`src/rtl/fft_pkg.sv`:
```
// Shared widths, twiddle constant, bit-reverse order and complex sample type
// for the 8-point DIT FFT datapath.
package fft_pkg;

    localparam int DW     = 8;
    localparam int IW     = 12;
    localparam int TW_Q   = 7;
    localparam int OUT_SH = 3;

    localparam logic signed [7:0] COS45_Q7 = 8'sd91;

    // Entry p is the natural-order sample index feeding stage-1 position p.
    localparam logic [7:0][2:0] BITREV = {3'd7, 3'd3, 3'd5, 3'd1,
                                          3'd6, 3'd2, 3'd4, 3'd0};

    typedef struct packed {
        logic signed [IW-1:0] re;
        logic signed [IW-1:0] im;
    } cplx_t;

    // Floor-rounded v * 91/128; the result always fits IW for in-range data.
    function automatic logic signed [IW-1:0] mul_cos45(input logic signed [IW-1:0] v);
        logic signed [IW+7:0] p;
        p = v * COS45_Q7;
        return p[TW_Q +: IW];
    endfunction

endpackage

```
`src/rtl/fft_butterfly.sv`:
```
// Combinational radix-2 butterfly: o_top = a + W*b, o_bot = a - W*b, with W8^TW_IDX
// fixed at elaboration (W0 pass-through, W2 swap/negate, W1/W3 via cos(pi/4)).
module fft_butterfly
    import fft_pkg::*;
#(
    parameter logic [1:0] TW_IDX = 2'd0
) (
    input  cplx_t i_a,
    input  cplx_t i_b,
    output cplx_t o_top,
    output cplx_t o_bot
);

    cplx_t w_wb;

    generate
        if (TW_IDX == 2'd0) begin : g_w0
            assign w_wb = i_b;
        end else if (TW_IDX == 2'd2) begin : g_w2
            assign w_wb.re = i_b.im;
            assign w_wb.im = -i_b.re;
        end else begin : g_wodd
            logic signed [IW-1:0] w_pr;
            logic signed [IW-1:0] w_pi;

            // Each component is scaled and rounded before the add/sub.
            assign w_pr = mul_cos45(i_b.re);
            assign w_pi = mul_cos45(i_b.im);

            if (TW_IDX == 2'd1) begin : g_w1
                assign w_wb.re = w_pr + w_pi;
                assign w_wb.im = w_pi - w_pr;
            end else begin : g_w3
                assign w_wb.re = w_pi - w_pr;
                assign w_wb.im = -w_pr - w_pi;
            end
        end
    endgenerate

    assign o_top.re = i_a.re + w_wb.re;
    assign o_top.im = i_a.im + w_wb.im;
    assign o_bot.re = i_a.re - w_wb.re;
    assign o_bot.im = i_a.im - w_wb.im;

endmodule

```
`src/rtl/fft_datapath.sv`:
```
// Fully pipelined 8-point radix-2 DIT FFT: three butterfly stages, each registered,
// one real vector in per clock, Re(X[k]) >>> 3 out three clocks later.
module fft_datapath
    import fft_pkg::*;
(
    input  logic                 clk_1,
    input  logic                 rst_n,
    input  logic signed [DW-1:0] in1,
    input  logic signed [DW-1:0] in2,
    input  logic signed [DW-1:0] in3,
    input  logic signed [DW-1:0] in4,
    input  logic signed [DW-1:0] in5,
    input  logic signed [DW-1:0] in6,
    input  logic signed [DW-1:0] in7,
    input  logic signed [DW-1:0] in8,
    output logic signed [DW-1:0] out1,
    output logic signed [DW-1:0] out2,
    output logic signed [DW-1:0] out3,
    output logic signed [DW-1:0] out4,
    output logic signed [DW-1:0] out5,
    output logic signed [DW-1:0] out6,
    output logic signed [DW-1:0] out7,
    output logic signed [DW-1:0] out8
);

    logic signed [DW-1:0] w_x [8];
    logic signed [DW-1:0] w_y [8];
    cplx_t                w_stin  [3][8];
    cplx_t                w_bf    [3][8];
    cplx_t                r_stage [3][8];

    assign w_x[0] = in1;
    assign w_x[1] = in2;
    assign w_x[2] = in3;
    assign w_x[3] = in4;
    assign w_x[4] = in5;
    assign w_x[5] = in6;
    assign w_x[6] = in7;
    assign w_x[7] = in8;

    genvar gi, gj;
    generate
        for (gi = 0; gi < 8; gi++) begin : g_lane
            assign w_stin[0][gi] = '{re: IW'(w_x[BITREV[gi]]), im: '0};
            assign w_stin[1][gi] = r_stage[0][gi];
            assign w_stin[2][gi] = r_stage[1][gi];
            assign w_y[gi]       = r_stage[2][gi].re[OUT_SH +: DW];
        end

        // Stage gi pairs elements SPAN apart; the twiddle step shrinks as the span grows.
        for (gi = 0; gi < 3; gi++) begin : g_stage
            localparam int SPAN = 1 << gi;
            for (gj = 0; gj < 4; gj++) begin : g_bf
                localparam int         OFF = gj % SPAN;
                localparam int         TOP = (gj / SPAN) * 2 * SPAN + OFF;
                localparam int         BOT = TOP + SPAN;
                localparam logic [1:0] TW  = 2'(OFF << (2 - gi));

                fft_butterfly #(
                    .TW_IDX (TW)
                ) u_bf (
                    .i_a   (w_stin[gi][TOP]),
                    .i_b   (w_stin[gi][BOT]),
                    .o_top (w_bf[gi][TOP]),
                    .o_bot (w_bf[gi][BOT])
                );
            end
        end
    endgenerate

    always_ff @(posedge clk_1 or negedge rst_n) begin
        if (!rst_n) begin
            for (int s = 0; s < 3; s++) begin
                for (int k = 0; k < 8; k++) begin
                    r_stage[s][k] <= '0;
                end
            end
        end else begin
            for (int s = 0; s < 3; s++) begin
                for (int k = 0; k < 8; k++) begin
                    r_stage[s][k] <= w_bf[s][k];
                end
            end
        end
    end

    assign out1 = w_y[0];
    assign out2 = w_y[1];
    assign out3 = w_y[2];
    assign out4 = w_y[3];
    assign out5 = w_y[4];
    assign out6 = w_y[5];
    assign out7 = w_y[6];
    assign out8 = w_y[7];

endmodule

```
`config.mk`:
```
export PLATFORM = sky130hd
export DESIGN_NAME = fft_datapath
export DESIGN_NICKNAME = d
export VERILOG_FILES = /design/src/rtl/fft_pkg.sv /design/src/rtl/fft_butterfly.sv /design/src/rtl/fft_datapath.sv
export SDC_FILE = /design/constraint.sdc
export NUM_CORES = 1
export LEC_CHECK = 0
export ABC_AREA = 0
export CAP_MARGIN = 0
export CORE_ASPECT_RATIO = 0.75
export CORE_MARGIN = 8
export CORE_UTILIZATION = 60
export DETAILED_ROUTE_END_ITERATION = 8
export PLACE_DENSITY = 0.93
export SETUP_SLACK_MARGIN = 0.15
export SYNTH_ARGS = -nofsm -noshare
export SYNTH_HDL_FRONTEND = slang
export SYNTH_SLANG_ARGS = --single-unit
```
`constraint.sdc`:
```
create_clock -name clk_1 -period 6.5 [get_ports clk_1]
set_input_delay 1.95 -clock clk_1 [delete_from_list [all_inputs] [get_ports clk_1]]
set_output_delay 1.95 -clock clk_1 [all_outputs]
set_load 0.05 [all_outputs]
```
==> qor.tcl <==
set qor(nets) 2158
set qor(ys_seq_elements) 183
set qor(asyncSetResetFlopFracSynth_pct) 100
set qor(placement_rows) 51
set qor(critical_path_arrival_ns) 6.73
set qor(drt_iter0_drc) 603
set qor(synth.yosys.seq_area_share_pct) 29.5
set qor(layout_min_cycle_time_ns) 6.40
set qor(grt_overflow) 0
set qor(layout-drive-gt1-share_pct) 8.43
set qor(number_of_library_cell_types_mapped_by_synthesis) 64
set qor(worst-setup-path-type) {reg2reg}
set qor(cp_max_fo) 4
set qor(cpMaxStageDelayCell) {sky130_fd_sc_hd__fa_1}
set qor(starting_density_of_the_core_pct) 60.5
set qor(tritoncts) {done}
set qor(final_antenna_net_count) 0
set qor(htreeDepth) 4
set qor(timing.critical_path.mode_cell) {sky130_fd_sc_hd__inv_1}
set qor(post_synth_fa_ha_maj_area_fraction_pct) 34.3
set qor(worst_pin_slew_ns) 0.809
set qor(synthMuxAreaShare_pct) 0.475
set qor(slew_violations) 0
set qor(synth_top_flop_cell) {sky130_fd_sc_hd__dfrtp_1}
set qor(die_width_um) 202
set qor(synth_top_family_by_area) {adder cells}
set qor(cts-root-to-sink-buffers) 2
set qor(remaining_max_slew_budget_at_the_tightest_pin_pct) 45.6
set qor(timing_hold_violations_final) 0
set qor(ioPinCount) 130
set qor(grt_use_total_pct) 22.5
set qor(fmax_mhz) 156
set qor(rsz0062_at_grt) {true}
set qor(antenna_found_initial) 0
set qor(numPlacedInstances) 2021
set qor(route.final.wire_length_um) 35600
set qor(worst-endpoint-required_ns) 6.82
set qor(cts_made_buffers) 17
set qor(routedWlPerCell_um) 17.1
set qor(synthesis.nets) 1996
set qor(postSynthCellCount) 1556
set qor(fp.dieH_um) 155
set qor(die_area_um2) 31400
set qor(number_of_warning_messages_in_the_yosys_log) 0
set qor(clock-sinks) 183
set qor(dr_total_vias) 11280
set qor(cts_root_buf) {sky130_fd_sc_hd__clkbuf_16}
set qor(syn-cell-area_um2) 15500
set qor(clock_insertion_delay_worst_skew_ns) 0.45
set qor(compound_cell_area_share_of_the_yosys_netlist_pct) 10.2
set qor(drcViolationCount) 0
set qor(num_antenna_cells) 0
set qor(place.detailed.hpwl_um) 26800
set qor(post_synth_xor_area_fraction_pct) 10.0
set qor(post_cts_clock_slew_at_the_launch_and_capture_registers_of_the_worst_setup_and_hold_paths_ns) 0.08
set qor(skew_ns) 0.0160
set qor(layout-area-overhead-vs-synth_pct) 17.9
set qor(syn_area_per_cell_um2) 9.99
set qor(crit_path_max_incr_delay_ns) 0.55
set qor(place.port_buffers) 129
set qor(worstSetupStartpointType) {register}
set qor(final_cells) 2075
set qor(synth_simple_gate_area_share_pct) 7.05
set qor(globalplace.congestion) 0.867
set qor(final_core_util_pct) 71.3
set qor(hold_class) {reg2reg}
set qor(pin_count_of_the_biggest_net_entering_global_routing) 102
set qor(coreArea_um2) 25700
set qor(status) {complete, no violations}
set qor(rrSetupSlack_ns) 0.1
set qor(drt_pre_antenna_iters) 5
set qor(grt_pass1_wl_um) 57700
set qor(route.detailed.vias_per_inst) 5.44
set qor(min_period_over_period_pct) 98.5
set qor(post_cts_hold_buffer_count) 0
set qor(cap_violations) 0
set qor(setup_violations) 0
set qor(end_kind) {register}
set qor(grt_pass1_vias) 12068
set qor(number_of_enable_type_register_cells_in_the_synthesized_netlist) 0
-- per-layer routing --
metal,vias up,track usage (%),share of wire [%]
met1,5522,27.5,42
met5,-,0,0
met3,87,4.07,5.2
met2,376,39.8,50
met4,0,7.22,2.9
li1,5295,-,-
-- state kept, by name, summed over array words and instances, names as in the netlist --
register  cells
r_stage     128
out1          8
out2          8
out4          8
out5          8
out6          8
out8          8
out3          7
-- path summary, 6_finish.rpt --
| check | start | cells past startpoint | end |
|---|---|---|---|
| max | r_stage[208]$_DFF_PN0_ | 27 | out8[7]$_DFF_PN0_ |
| min | r_stage[544]$_DFF_PN0_ | 0 | r_stage[304]$_DFF_PN0_ |
| max reg2reg | r_stage[208]$_DFF_PN0_ | 27 | out8[7]$_DFF_PN0_ |
| min reg2reg | r_stage[544]$_DFF_PN0_ | 0 | r_stage[304]$_DFF_PN0_ |
| max in group asynchronous | rst_n | 2 | out5[4]$_DFF_PN0_ |
| min in group asynchronous | rst_n | 1 | r_stage[251]$_DFF_PN0_ |
-- cell usage after synthesis, types with 4 or more instances --
cell                       number  area, µm²
sky130_fd_sc_hd__inv_1        330       1240
sky130_fd_sc_hd__ha_1         294       3680
sky130_fd_sc_hd__dfrtp_1      183       4580
sky130_fd_sc_hd__nor2_1       109        409
sky130_fd_sc_hd__xnor2_1       93        815
sky130_fd_sc_hd__a21oi_1       83        415
sky130_fd_sc_hd__fa_1          80       1600
sky130_fd_sc_hd__xor2_1        74        648
sky130_fd_sc_hd__o21ai_0       46        230
sky130_fd_sc_hd__o21bai_1      33        248
sky130_fd_sc_hd__nand2_1       27        101
sky130_fd_sc_hd__nor3_1        23        115
sky130_fd_sc_hd__a21o_1        21        158
sky130_fd_sc_hd__o21a_1        15        113
sky130_fd_sc_hd__nand2b_1      14       87.6
sky130_fd_sc_hd__nor2b_1       12       75.1
sky130_fd_sc_hd__buf_4          9       67.6
sky130_fd_sc_hd__and3_1         8       50.1
sky130_fd_sc_hd__nand3_1        8       40.0
sky130_fd_sc_hd__maj3_1         5       50.1
sky130_fd_sc_hd__or2_2          5       31.3
sky130_fd_sc_hd__a211oi_1       4       30.0
sky130_fd_sc_hd__and2_1         4       25.0
sky130_fd_sc_hd__clkbuf_1       4       15.0
sky130_fd_sc_hd__mux2i_1        4       40.0
sky130_fd_sc_hd__o211ai_1       4       30.0
sky130_fd_sc_hd__or3_1          4       25.0
-- cell type report --
class | instances | area, µm²
Clock buffer | 18 | 439
Tap cell | 344 | 430
Clock inverter | 14 | 206
Inverter | 330 | 1240
Timing Repair Buffer | 157 | 1520
Sequential cell | 183 | 4590
Fill cell | 1655 | 7380
Multi-Input combinational cell | 1029 | 9910
-- worst max-delay path, delay by kind of cell, from the launching register on --
family,cells,cell delay [ns]
xor gates and xnor gates,5,1.05
and+or+nand+nor,4,0.88
buffers and inverters,4,0.25
adders and majority gates,7,2.30
AOI/OAI and AO/OA,7,1.36
DFF,1,0.44
-- cell families (layout without fill, tap and decap cells) --
group | after synthesis | after routing
simple gates | 231 | 231
flops | 183 | 183
buf+inv | 344 | 519
mux | 7 | 7
xor+xnor | 172 | 172
compound gates | 240 | 240
fa+ha+maj | 379 | 379
-- what timing repair did --
item | in CTS | in global routing
gates cloned | 0 | 0
pin swaps | 0 | 23
setup buffers | 0 | 22
gates resized for setup | 7 | 60
setup endpoints to repair | 5 | 12
-- placed cells by master, fill, tap and decap left out, types with 14 or more instances in the layout --
master	Yosys	final
sky130_fd_sc_hd__a21o_1	21	21
sky130_fd_sc_hd__a21oi_1	83	74
sky130_fd_sc_hd__buf_4	9	27
sky130_fd_sc_hd__clkbuf_16	0	17
sky130_fd_sc_hd__clkdlybuf4s50_1	0	128
sky130_fd_sc_hd__dfrtp_1	183	173
sky130_fd_sc_hd__fa_1	80	80
sky130_fd_sc_hd__ha_1	294	281
sky130_fd_sc_hd__inv_1	330	330
sky130_fd_sc_hd__nand2_1	27	25
sky130_fd_sc_hd__nand2b_1	14	14
sky130_fd_sc_hd__nor2_1	109	107
sky130_fd_sc_hd__nor3_1	23	22
sky130_fd_sc_hd__o21a_1	15	15
sky130_fd_sc_hd__o21ai_0	46	39
sky130_fd_sc_hd__o21bai_1	33	32
sky130_fd_sc_hd__xnor2_1	93	86
sky130_fd_sc_hd__xor2_1	74	74
-- metrics by stage --
stage / worst slack, ns / TNS [ns] / area (µm²) / hold WS (ns)
6_report: 0.0967 / 0 / 18300 / 0.348
5_1_grt: -0.110 / -0.272 / 18300 / 0.358
4_1_cts: 0.111 / 0 / 17900 / 0.349
3_5_place_dp: 0.0687 / 0 / 17200 / 0.335
3_3_place_gp: 0.287 / 0 / 17200 / 0.333
2_1_floorplan: 0.560 / 0 / 15500 / 0.331
Power is left out: the tool's default activity adds up to more than one toggle a clock period on the data nets, which glitch-free logic cannot reach.
==> RTL edit 1 (config.mk and constraints unchanged) <==
`OUT_SH`: 3 -> 2.
--- a/src/rtl/fft_pkg.sv
+++ b/src/rtl/fft_pkg.sv
@@ -7,3 +7,3 @@
     localparam int TW_Q   = 7;
-    localparam int OUT_SH = 3;
+    localparam int OUT_SH = 2;
 
Behaviour: not the same (Yosys sat finds a counterexample within 4 cycles, from zero or initial values and one cycle with rst_n low).
==> RTL edit 1 against the original RTL <==
Final area decreased by 3.9%. Sequential share of layout area increased by 1.3 points. Critical path type unchanged. Area after synthesis decreased by 3.0%. Final cell count fell by 4.0%. Sequential cell count is 2 higher. Setup slack improved by 0.24 ns. Worst hold slack better by 0.0046 ns. Routed wire length increased by 1.0%. Maximum frequency up 3.9%.
Power is not shown: default switching activity piles up to over one toggle a cycle in this logic, so the estimate is an artifact.
==> RTL edit 1: results (changes against the original RTL) <==
** Synth
- The warning count from the yosys run is 0 (unchanged).
- Sequential share of the synthesized area :: 0.3071 (was 0.2945)
- The distinct cell type count after synthesis was 57 (was 64).
- The fraction of registers with async set/reset is 1.000 (unchanged).
- The mean instance size in the synthesized netlist was 10.16 um2 (was 9.993 um2).
- Ranking of synthesized cells by instance count :: 307 x inv_1, 283 x ha_1, 185 x dfrtp_1, 104 x nor2_1, 96 x xnor2_1 (was 330 x inv_1, 294 x ha_1, 183 x dfrtp_1, 109 x nor2_1, 93 x xnor2_1)
- Top cells by area, synth :: dfrtp_1 31%, ha_1 23%, fa_1 11% (was dfrtp_1 29%, ha_1 24%, fa_1 10%)

** Layout
- Max reg flops :: 129 (was 128)
- Post-layout net count :: 2071 (was 2158)
- The register bank with the most flops was r_stage (unchanged).
- Layout cell share with drive strength beyond 1 :: 0.06707 (was 0.08434)
- Finished Layout Cells :: 1993 (was 2075)

** GRT
- First-pass GRT wire length :: 57440 um (was 57660 um)
- The maximum number of pins on one net before global-route repair is 67 (was 102).
- The via count of the first global-routing pass was 11530 (was 12070).
- The global-route usage over all layers is 0.2392 (was 0.2246).

** Detailed routing
- Number of design-rule violations left by the first detailed-router iteration :: 734 (was 603)
- The average via count per standard cell came to 5.411 (was 5.436).
- The post-detailed-routing wire length is 35940 um (was 35580 um).

** Placed design
- The post-place instance area was 0.01678 mm2 (was 0.01724 mm2).
- The worst-case setup slack after placement came to 0.1213 ns (was 0.06869 ns).
- Post-placement cell count :: 1948 (was 2021)
- Final estimated routing congestion in global placement :: 0.9567 (was 0.8672)
- Half-perimeter wire length after detailed placement :: 27830 um (was 26820 um)

** Setup path
- R2r worst-path depth :: 25 (was 27)

** STA
- The worst max-slew margin expressed relative to the limit is 0.4927 (was 0.4559).
- The setup skew after layout came to 0.01387 ns (was 0.01596 ns).

** Clock tree
- The later pin in the worst-skew pair is clocked with a latency of roughly 0.46 ns.
- Maximum root-to-sink buffer count :: 2 (unchanged)
- Cts bufs inserted :: 17 (unchanged)

** Run status
- Run status :: finished clean (unchanged)
==> RTL edit 1: cell count changes after synthesis, sizes merged, moves of 3 or more <==
cell    change
ha         -11
mux2        +3
inv        -23
o211ai      -3
o21bai      -3
mux2i       -4
o21a       +11
o21ai      -16
nor3        +7
xor2        -6
and2        -4
clkbuf      -3
maj3        -4
nor2        -5
==> RTL edit 1: routing by layer <==
metal  share of wire  global-route usage  wire, um
met1            0.41              0.3011     14910
met2            0.48              0.3936     17410
met3           0.064             0.05485      2298
met4           0.037             0.09405      1318
met5               0                   0         0
==> RTL edit 1: logic make-up (layout without fill, tap and decap cells) <==
kind of cell / after synthesis / in the layout / synth area share
xor+xnor: 167 / 167 / 0.09985
mux: 6 / 6 / 0.004482
buf+inv: 316 / 488 / 0.08068
flops: 185 / 185 / 0.3071
compound gates: 221 / 221 / 0.09479
simple gates: 224 / 224 / 0.07130
fa+ha+maj: 364 / 364 / 0.3418
==> RTL edit 1: worst paths after layout <==
path / startpoint / end / slack, ns
worst max-delay path: r_stage[244]$_DFF_PN0_ / out2[7]$_DFF_PN0_ / 0.34
worst min-delay path: r_stage[327]$_DFF_PN0_ / out3[1]$_DFF_PN0_ / 0.35
worst max register to register: r_stage[244]$_DFF_PN0_ / out2[7]$_DFF_PN0_ / 0.34
worst min register to register: r_stage[327]$_DFF_PN0_ / out3[1]$_DFF_PN0_ / 0.35
max in group asynchronous: rst_n / r_stage[251]$_DFF_PN0_ / 3.77
min in group asynchronous: rst_n / out1[5]$_DFF_PN0_ / 1.48
==> RTL edit 1: final cells by class <==
| type | instances | area [um2] |
|---|---|---|
| Sequential cell | 185 | 4639 |
| Multi-Input combinational cell | 982 | 9343 |
| Inverter | 307 | 1152 |
| Tap cell | 338 | 422.9 |
| Timing Repair Buffer | 149 | 1443 |
| Clock inverter | 15 | 185.2 |
| Fill cell | 1647 | 7226 |
| Clock buffer | 17 | 425.4 |
==> RTL edit 1: what timing repair did <==
item                                    4_1_cts  5_1_grt
endpoints found under the setup margin        1        5
gates resized for setup                       2       33
setup buffers                                 0       13
pin swaps                                     0        8
==> RTL edit 1: critical path, stage by stage (launching register included) <==
cell       delay (ns)
dfrtp_1          0.43
ha_1             0.35
ha_4             0.27
xor2_1           0.14
ha_1             0.27
inv_1            0.05
fa_1             0.55
inv_1            0.05
ha_1             0.29
inv_1            0.07
a2111oi_4        0.45
o21a_1           0.23
nor2_1           0.08
buf_4            0.14
ha_1             0.29
a21o_1           0.21
a21oi_2          0.18
xnor2_1          0.19
ha_1             0.34
nor2b_1          0.17
o21a_2           0.24
o31ai_4          0.28
a21boi_2         0.11
o21a_1           0.19
nor2_1           0.09
xnor3_1          0.38
==> RTL edit 2 (same settings) <==
Made on the original files. Register the input `in2` before use, without a reset. The logic sees it one clock later. The other inputs are not delayed to match.
--- a/src/rtl/fft_datapath.sv
+++ b/src/rtl/fft_datapath.sv
@@ -25,2 +25,8 @@
 
+    logic signed [DW-1:0] in2_q;
+
+    always_ff @(posedge clk_1) begin
+        in2_q <= in2;
+    end
+
     logic signed [DW-1:0] w_x [8];
@@ -32,3 +38,3 @@
     assign w_x[0] = in1;
-    assign w_x[1] = in2;
+    assign w_x[1] = in2_q;
     assign w_x[2] = in3;
Function: changed (a bounded check fails within 4 cycles, from zero or initial values and one cycle with rst_n low).
==> RTL edit 2 against the original RTL <==
Sequential cell count rose by 8. Final area fell by 0.16%. Setup slack improved by 0.19 ns. Area after synthesis rose by 1.2%. Count of clock-buffer cells in the layout did not move. First-iteration DRC count rose by 0.83%. Critical path type unchanged. Routed wire length fell by 4.2%. Highest routed layer unchanged.
Power is not shown: default switching activity piles up to over one toggle a cycle in this logic, so the estimate is an artifact.
==> RTL edit 2: results (changes against the original RTL) <==
** Placed design
- Half-perimeter wire length after detailed placement :: 26710 um (was 26820 um)
- Port Buf Inserts :: 129 (unchanged)
- Final estimated routing congestion in global placement :: 0.8954 (was 0.8672)

** GRT
- The maximum number of pins on one net before global-route repair was 87 (was 102).
- GR Util All Layers :: 0.2191 (was 0.2246)
- The via count of the first global-routing pass came to 11920 (was 12070).
- The wire length of the first global-routing pass is 56390 um (was 57660 um).

** Synth
- Top cells by area, synth :: dfrtp_1 29%, ha_1 23%, fa_1 10% (was dfrtp_1 29%, ha_1 24%, fa_1 10%)
- Number of different library cells in the post-synthesis netlist :: 65 (was 64)
- Ranking of synthesized cells by instance count: 333 x inv_1, 294 x ha_1, 183 x dfrtp_1, 122 x xnor2_1, 104 x nor2_1 (was 330 x inv_1, 294 x ha_1, 183 x dfrtp_1, 109 x nor2_1, 93 x xnor2_1).
- Sequential share of the synthesized area :: 0.3013 (was 0.2945)
- The fraction of registers with async set/reset came to 0.9581 (was 1.000).
- The synthesized net count is 2006 (was 1996).

** Setup path
- The worst-case reg-to-reg path depth was 25 (was 27).
- The largest single stage delay on the critical path is 0.54 ns.
- The worst flop-to-flop path startpoint was r_stage[210]$_DFF_PN0_ (was r_stage[208]$_DFF_PN0_).
- Critical path arrival :: 6.51 ns (was 6.73 ns)
- The slack of the worst reg-to-reg path came to 0.29 ns (was 0.1 ns).
- Highest fanout seen on the critical path :: 5 (was 4)

** Run status
- Run status :: finished clean (unchanged)

** Layout
- Post-layout net count :: 2157 (was 2158)
- The total inserted antenna cells is 0 (unchanged).
- Number of fill cells in the layout :: 1779 (was 1655)
- The fraction of final layout cells with drive strength greater than 1 was 0.06651 (was 0.08434).

** Detailed routing
- The average via count per standard cell came to 5.341 (was 5.436).
- Routed len/inst :: 16.44 um (was 17.15 um)
- Number of design-rule violations left by the first detailed-router iteration :: 608 (was 603)

** STA
- Tightest Pin Transition :: 0.7916 ns (was 0.8087 ns)
- Fin Clk Skew :: 0.01740 ns (was 0.01596 ns)

** Worst hold path
- The class of the most critical hold timing path was flop to flop (unchanged).
[RTL edit 2: layout make-up]
class,instances,share of cell area
multi-input cells,1030,0.5374
flip-flops and latches,191,0.2594
inverters,333,0.06829
well taps,344,0.02351
repair buffers,144,0.07677
clock buffers,18,0.02399
clock inverters,13,0.01060
[RTL edit 2: worst min-delay path by stage]
stage	start	to	slack, ns	cells past startpoint
2_1_floorplan	r_stage[327]$_DFF_PN0_	out3[0]$_DFF_PN0_	0.33	0
3_3_place_gp	r_stage[448]$_DFF_PN0_	r_stage[208]$_DFF_PN0_	0.33	0
3_5_place_dp	r_stage[333]$_DFF_PN0_	out3[6]$_DFF_PN0_	0.33	0
4_1_cts	r_stage[542]$_DFF_PN0_	r_stage[302]$_DFF_PN0_	0.35	0
5_1_grt	r_stage[449]$_DFF_PN0_	r_stage[209]$_DFF_PN0_	0.36	0
6_report	r_stage[542]$_DFF_PN0_	r_stage[302]$_DFF_PN0_	0.35	0
[RTL edit 2: routing by layer]
layer | wire (um) | part of all wire | GRT usage | up-vias
li1 | - | - | - | 5300
met2 | 16870 | 0.49 | 0.3833 | 326
met4 | 867 | 0.025 | 0.07271 | 0
met1 | 14570 | 0.43 | 0.2670 | 5370
met3 | 1775 | 0.052 | 0.04730 | 76
met5 | 0 | 0 | 0 | -
[RTL edit 2: logic make-up (layout without fill, tap and decap cells)]
| kind of cell | after synthesis | in the layout | share of synthesized area |
|---|---|---|---|
| simple gates | 214 | 214 | 0.06419 |
| fa+ha+maj | 377 | 377 | 0.3376 |
| xor+xnor | 179 | 179 | 0.1018 |
| compound gates | 253 | 253 | 0.1055 |
| buf+inv | 345 | 508 | 0.08471 |
| flops | 191 | 191 | 0.3013 |
| mux | 7 | 7 | 0.004851 |
[RTL edit 2: repair_timing]
item,4_1_cts,5_1_grt
setup endpoints to repair,3,12
pin swaps,0,12
buffers inserted,0,10
resized for setup,4,41
[RTL edit 2: through the flow]
stage	area (um2)	util	setup slack, ns	TNS (ns)	cells
floorplan	15730	-	0.6460	0	1566
global placement	17410	0.6736	0.2553	0	2032
detailed placement	17410	0.6736	-0.0001421	-0.0001421	2032
CTS	18060	0.6987	0.1640	0	2063
global route	18300	0.7083	0.05423	0	2073
finish	18300	0.7083	0.2917	0	2073
